File: config.mk
export PLATFORM = sky130hd
export DESIGN_NAME = s8sp_datapath
export DESIGN_NICKNAME = d
export VERILOG_FILES = /design/src/rtl/s8sp_pkg.sv /design/src/rtl/s8sp_alu.sv /design/src/rtl/s8sp_datapath.sv
export SDC_FILE = /design/constraint.sdc
export NUM_CORES = 1
export LEC_CHECK = 0
export CAP_MARGIN = 20
export CORE_MARGIN = 4
export CORE_UTILIZATION = 30
export DETAILED_ROUTE_END_ITERATION = 10
export PLACE_DENSITY = 0.6
export SYNTH_ARGS = -nofsm -noshare
export SYNTH_HDL_FRONTEND = slang
export SYNTH_SLANG_ARGS = --single-unit
File: constraint.sdc
create_clock -name clk -period 15.4 [get_ports clk]
set_input_delay 4.62 -clock clk [delete_from_list [all_inputs] [get_ports clk]]
set_output_delay 4.62 -clock clk [all_outputs]
set_load 0.03 [all_outputs]
File: src/rtl/s8sp_pkg.sv
// S8SP shared definitions: register codes, flag bit positions,
// and the bus driver bundle used by the datapath.
package s8sp_pkg;

  localparam int DATA_W = 8;

  typedef enum logic [1:0] {
    REG_AR = 2'b00,
    REG_DR = 2'b01,
    REG_GR = 2'b10,
    REG_PR = 2'b11
  } reg_sel_e;

  localparam int FLAG_Z = 0;
  localparam int FLAG_C = 1;
  localparam int FLAG_N = 2;
  localparam int FLAG_V = 3;

  typedef struct packed {
    logic alu;
    logic flag;
    logic ir;
    logic ar;
    logic dr;
    logic gr;
    logic pr;
  } bus_drv_t;

endpackage

File: src/rtl/s8sp_alu.sv
// S8SP ALU: operand muxes, add/subtract and {V,N,C,Z} generation.
// Purely combinational.
module s8sp_alu
  import s8sp_pkg::*;
#(
  parameter int DATA_W = 8
) (
  input  logic [1:0]        oprnd1_sel,
  input  logic [1:0]        oprnd2_sel,
  input  logic              sub_nadd,
  input  logic [DATA_W-1:0] ar,
  input  logic [DATA_W-1:0] dr,
  input  logic [DATA_W-1:0] gr,
  input  logic [DATA_W-1:0] pr,
  output logic [DATA_W-1:0] result,
  output logic [3:0]        flags
);

  logic [DATA_W-1:0] op1;
  logic [DATA_W-1:0] op2;
  logic [DATA_W-1:0] op2_x;
  logic [DATA_W:0]   sum;

  function automatic logic [DATA_W-1:0] pick(
    input logic [1:0]        sel,
    input logic [DATA_W-1:0] a,
    input logic [DATA_W-1:0] d,
    input logic [DATA_W-1:0] g,
    input logic [DATA_W-1:0] p
  );
    logic [DATA_W-1:0] v;
    v = a;
    unique case (reg_sel_e'(sel))
      REG_AR: v = a;
      REG_DR: v = d;
      REG_GR: v = g;
      REG_PR: v = p;
    endcase
    return v;
  endfunction

  always_comb begin
    op1   = pick(oprnd1_sel, ar, dr, gr, pr);
    op2   = pick(oprnd2_sel, ar, dr, gr, pr);
    op2_x = sub_nadd ? ~op2 : op2;
    // Subtract is op1 + ~op2 + 1, so carry-out means no borrow.
    sum   = {1'b0, op1} + {1'b0, op2_x}
          + {{DATA_W{1'b0}}, sub_nadd};
    result = sum[DATA_W-1:0];
    flags  = '0;
    flags[FLAG_C] = sum[DATA_W];
    flags[FLAG_Z] = (result == '0);
    flags[FLAG_N] = result[DATA_W-1];
    flags[FLAG_V] = (op1[DATA_W-1] ^ result[DATA_W-1])
                  & (op2_x[DATA_W-1] ^ result[DATA_W-1]);
  end

endmodule

File: src/rtl/s8sp_datapath.sv
// S8SP register/ALU datapath: AR, DR, GR, PR, IR, flags around one
// shared internal bus, plus the memory address/data interface.
module s8sp_datapath
  import s8sp_pkg::*;
#(
  parameter int                DATA_W   = 8,
  parameter logic [DATA_W-1:0] PR_RESET = 8'h00
) (
  input  logic              clk,
  input  logic              reset,
  input  logic              rd_mem,
  input  logic              wr_mem,
  input  logic              ctrl_load_ar,
  input  logic              ctrl_ar_on_addr,
  input  logic              ctrl_ar_2_data,
  input  logic              ctrl_load_dr,
  input  logic              ctrl_dr_2_data,
  input  logic              ctrl_load_lsb_gr,
  input  logic              ctrl_load_msb_gr,
  input  logic              ctrl_gr_2_data,
  input  logic              ctrl_load_ar_2_pr,
  input  logic              ctrl_inc_pr,
  input  logic              ctrl_pr_2_data,
  input  logic              ctrl_pr_on_addr,
  input  logic              ctrl_load_ir,
  input  logic              ctrl_ir_2_data,
  input  logic              ctrl_alu_2_data,
  input  logic              ctrl_sub_nadd,
  input  logic [1:0]        ctrl_add_oprnd1_sel,
  input  logic [1:0]        ctrl_add_oprnd2_sel,
  input  logic              ctrl_flag_2_data,
  output logic [DATA_W-1:0] ctrl_ir_code,
  output logic [DATA_W-1:0] mem_addr,
  output logic [DATA_W-1:0] mem_wdata,
  input  logic [DATA_W-1:0] mem_rdata,
  output logic              bus_conflict
);

  logic [DATA_W-1:0] ar_q, dr_q, gr_q, pr_q, ir_q;
  logic [3:0]        flag_q;
  logic [DATA_W-1:0] bus;
  logic [DATA_W-1:0] alu_r;
  logic [3:0]        alu_f;
  bus_drv_t          drv;
  logic              multi;

  s8sp_alu #(.DATA_W(DATA_W)) u_alu (
    .oprnd1_sel (ctrl_add_oprnd1_sel),
    .oprnd2_sel (ctrl_add_oprnd2_sel),
    .sub_nadd   (ctrl_sub_nadd),
    .ar         (ar_q),
    .dr         (dr_q),
    .gr         (gr_q),
    .pr         (pr_q),
    .result     (alu_r),
    .flags      (alu_f)
  );

  assign drv = '{
    alu:  ctrl_alu_2_data,
    flag: ctrl_flag_2_data,
    ir:   ctrl_ir_2_data,
    ar:   ctrl_ar_2_data,
    dr:   ctrl_dr_2_data,
    gr:   ctrl_gr_2_data,
    pr:   ctrl_pr_2_data
  };

  always_comb begin
    bus = '0;
    priority case (1'b1)
      drv.alu:  bus = alu_r;
      drv.flag: bus = {{(DATA_W-4){1'b0}}, flag_q};
      drv.ir:   bus = {(DATA_W/4){ir_q[3:0]}};
      drv.ar:   bus = ar_q;
      drv.dr:   bus = dr_q;
      drv.gr:   bus = gr_q;
      drv.pr:   bus = pr_q;
      rd_mem:   bus = mem_rdata;
      default:  bus = '0;
    endcase
  end

  always_comb begin
    mem_addr = '0;
    if (!reset) begin
      if (ctrl_pr_on_addr)      mem_addr = pr_q;
      else if (ctrl_ar_on_addr) mem_addr = ar_q;
    end
  end

  assign mem_wdata    = (!reset && wr_mem) ? bus : '0;
  assign ctrl_ir_code = ir_q;

  // Any internal driver alongside memory read also fights the bus.
  assign multi = ($countones(drv) > 1) || ((|drv) && rd_mem);

  always_ff @(posedge clk) begin
    if (reset) begin
      ar_q         <= '0;
      dr_q         <= '0;
      gr_q         <= '0;
      ir_q         <= '0;
      pr_q         <= PR_RESET;
      flag_q       <= '0;
      bus_conflict <= 1'b0;
    end else begin
      if (ctrl_load_ar)     ar_q <= bus;
      if (ctrl_load_dr)     dr_q <= bus;
      if (ctrl_load_lsb_gr) gr_q[3:0] <= bus[3:0];
      if (ctrl_load_msb_gr) gr_q[DATA_W-1:4] <= bus[DATA_W-1:4];
      if (ctrl_load_ir)     ir_q <= mem_rdata;
      if (ctrl_load_ar_2_pr)
        pr_q <= bus;
      else if (ctrl_inc_pr)
        pr_q <= pr_q + {{(DATA_W-1){1'b0}}, 1'b1};
      if (ctrl_alu_2_data)  flag_q <= alu_f;
      if (multi)            bus_conflict <= 1'b1;
    end
  end

endmodule

==> summary.txt <==
Synth
  – Leading post-synthesis cells by cell area: dfxtp_1 (27%), nor2_1 (8.2%), a211oi_1 (7.1%), mux4_2 (6.0%), mux4_1 (5.4%)
  – Top cell type by total area after synthesis: dfxtp_1
  – Netlist Area Pre-Place: 3395 sq um
  – Synth Instances: just over 400
  – Yosys cell types: 52
  – Main synth FF type: dfxtp_1
  – FF+latch count, synth: 45
  – EDFF count, synth: 0
  – Synth Net Count: 450
  – Avg Synthesized Cell Area: 8.423 sq um
  – Post-synth top cells: nor2_1 (74), dfxtp_1 (45), nand2_1 (37), a211oi_1 (32), a21oi_1 (31)
  – Post-synth top area share: 0.2654
  – Post-synthesis async set-or-reset flop share: 0
  – Syn. warnings: 0
  – Seq/Total Area, Yosys: 0.2654
  – Count leader, synth: nor2_1

Global route
  – GRT overflow: 0
  – Initial antenna violation count: 0
  – Pin count of the biggest net entering global routing: 56
  – M3 GR Usage: 0.02643
  – Vias in the first global route: 3100
  – Met1 Usage GRT: 0.2221
  – Met2 Use GR: 0.2927
  – Busiest grt layer: met2
  – Total Routing Usage GR: 0.1702
  – First-pass GRT wire length: 17310 microns

Worst setup path
  – CP dominant cell by count: clkdlybuf4s50_1
  – CP Buf/Inv Count: 2
  – CP top delay family: buffers and inverters
  – Critical path arrival: approximately 8.9 ns
  – Max incr delay on CP: 0.82 ns
  – CP endpoint kind: primary output
  – Setup CP Type: in -> out
  – Worst Setup Start Kind: input pin
  – Crit path max-delay cell type: clkdlybuf4s50_1
  – Critical path peak fanout: 10
  – WP data required: 10.78 ns
  – CP cell instances: clkdlybuf4s50_1, mux4_1, xor2_1, ha_1, a21oi_1, o21a_1, o21ai_0, or3_4, a31oi_1, nor2_1, clkdlybuf4s50_1

Drt
  – WL/cell: 18.72 microns
  – Vias: 3126
  – Router iterations before antenna repair: 4
  – Antenna Nets Post-Route: 0
  – Final wirelength: around 11000 microns
  – Starting DRT DRC Count: 239
  – DRC: 0
  – Via-to-Cell Ratio: 5.399

Timing
  – Worst Clk Skew: 0.005114 ns
  – Final worst slack: 1.913 ns
  – Slew margin rel.: 0.5056
  – Tmin final: 13.49 ns
  – Slew Viols, Final: 0
  – Worst-margin pin slew: around 0.74 ns
  – Period utilisation layout: 0.8758
  – Endpoints failing hold: 0
  – RSZ-0062 raised after global routing: no
  – Setup TNS Final: 0 ns
  – Max Fclk: 0.07415 GHz
  – Final setup violating endpoints: 0

CTS
  – Clk buf depth: 2
  – Clk root buf: clkbuf_16
  – CTS tree: yes
  – Cts hold-fix bufs: 0
  – H-tree depth: 2
  – Num CTS Buffers: 5
  – Post-CTS Resized: 0
  – Clk_lat worst skew: a little under 0.3 ns
  – Post-CTS setup buffer count: 0
  – Worst-path clk slew: 0.07 ns
  – Clock sink count: 45

Floorplan
  – Die area: 13080 sq um
  – Die Width: 114.4 microns
  – Starting Density: 0.3104
  – Die Y: 114.4 microns
  – Site Rows: 38
  – Core Box Area: 10940 sq um
  – I/O Pins: 58

Power
  – PD cells: ~100 nW/um^2
  – Leakage power: 1.515 nW
  – Peak VDD IR: 46.98 uV

Placed design
  – Port Buffers: 57
  – DP HPWL: 8309 microns
  – Place WS: 1.959 ns
  – Global placement routability congestion: 0.9589

Finish
  – Final net count: a little under 500
  – Share of layout cells above drive strength 1: 0.05467
  – Antenna cells: 0
  – Area grow syn2layout: 21.42%

Job
  – Max_cap viols: 0

Outcome
  – Status: finished, final reports clean

Hold path
  – Worst min path class: reg -> reg
-- layer usage --
metal	vias to the layer above	routed length, microns
li1	1547	-
met1	1471	4740
met2	93	5297
met3	15	540
met4	0	259
met5	-	0
-- cells by family after synthesis --
family / after synthesis / share of synthesized area
xor gates and xnor gates: 18 / 0.04644
adders and majority gates: 14 / 0.06045
muxes: 27 / 0.1463
and+or+nand+nor: 145 / 0.1898
AOI/OAI and AO/OA: 112 / 0.2296
buffers and inverters: 42 / 0.06192
DFF: 45 / 0.2654
-- cells in the final DEF (no fill, tap or decap), drive strengths merged, types with 2 or more instances in the layout --
| cell | instances |
|---|---|
| clkdlybuf4s50 | 56 |
| nand2 | 37 |
| or3 | 2 |
| a311oi | 11 |
| o21ai | 10 |
| xor2 | 12 |
| a22oi | 2 |
| o211a | 2 |
| inv | 11 |
| nor2 | 74 |
| nand4 | 2 |
| o2111ai | 3 |
| a31oi | 2 |
| mux4 | 16 |
| ha | 10 |
| nand2b | 2 |
| a21o | 3 |
| nor3 | 2 |
| nand3b | 8 |
| a211oi | 32 |
| fa | 4 |
| mux2i | 11 |
| clkinvlp | 2 |
| o211ai | 6 |
| dfxtp | 45 |
| xnor2 | 6 |
| clkbuf | 6 |
| nand3 | 6 |
| buf | 2 |
| a21oi | 31 |
| a2111o | 2 |
| nor2b | 7 |
-- cell type report --
class	count	area, sq um
flip-flops and latches	45	900.9
multi-input cells	316	2283
fillers	1155	6814
repair buffers	58	573.1
well taps	140	175.2
clock inverters	2	15.01
inverters	12	45.04
clock buffers	6	128.9
-- worst register-to-register path: stages (launching register included) --
cell      delay [ns]
dfxtp_1         0.47
mux4_2          0.58
mux2i_1         0.26
inv_1           0.09
fa_1            0.41
a21o_1          0.18
a21o_1          0.21
a211oi_1        0.32
o211ai_1        0.20
o211a_1         0.32
a211oi_1        0.25
-- worst paths after layout --
check,slack [ns],depth (start not counted),end,from
max reg2reg,12.02,10,gr_q[6],pr_q[0]
min,0.47,2,flag_q[0],flag_q[0]
min reg2reg,0.47,2,flag_q[0],flag_q[0]
max,1.91,11,mem_wdata[7],ctrl_add_oprnd2_sel[0]
-- sequential cells by signal (all words and copies together) (netlist names) --
| register | cells |
|---|---|
| ar_q | 8 |
| gr_q | 8 |
| bus_conflict | 1 |
| ctrl_ir_code | 8 |
| pr_q | 8 |
| flag_q | 4 |
| dr_q | 8 |
-- metrics by stage --
stage	hold WS [ns]	power [mW]	instance area, sq um	utilization	std cells
after detailed placement	0.4569	0.3060	3978	0.3637	571
after global routing	0.4947	0.4356	4121	0.3769	579
final	0.4660	0.4119	4121	0.3769	579
after global placement	0.4489	0.3040	3978	0.3637	571
after CTS	0.4650	0.4135	4121	0.3769	579
after floorplan	0.4268	0.2521	3395	-	403
-- where the power goes --
group | internal, mW | switching (mW)
clock | 0.0602 | 0.0465
combinational | 0.0667 | 0.0892
sequential | 0.129 | 0.0205
total | 0.256 | 0.156
No activity file was read; power rests on OpenSTA's default activity.
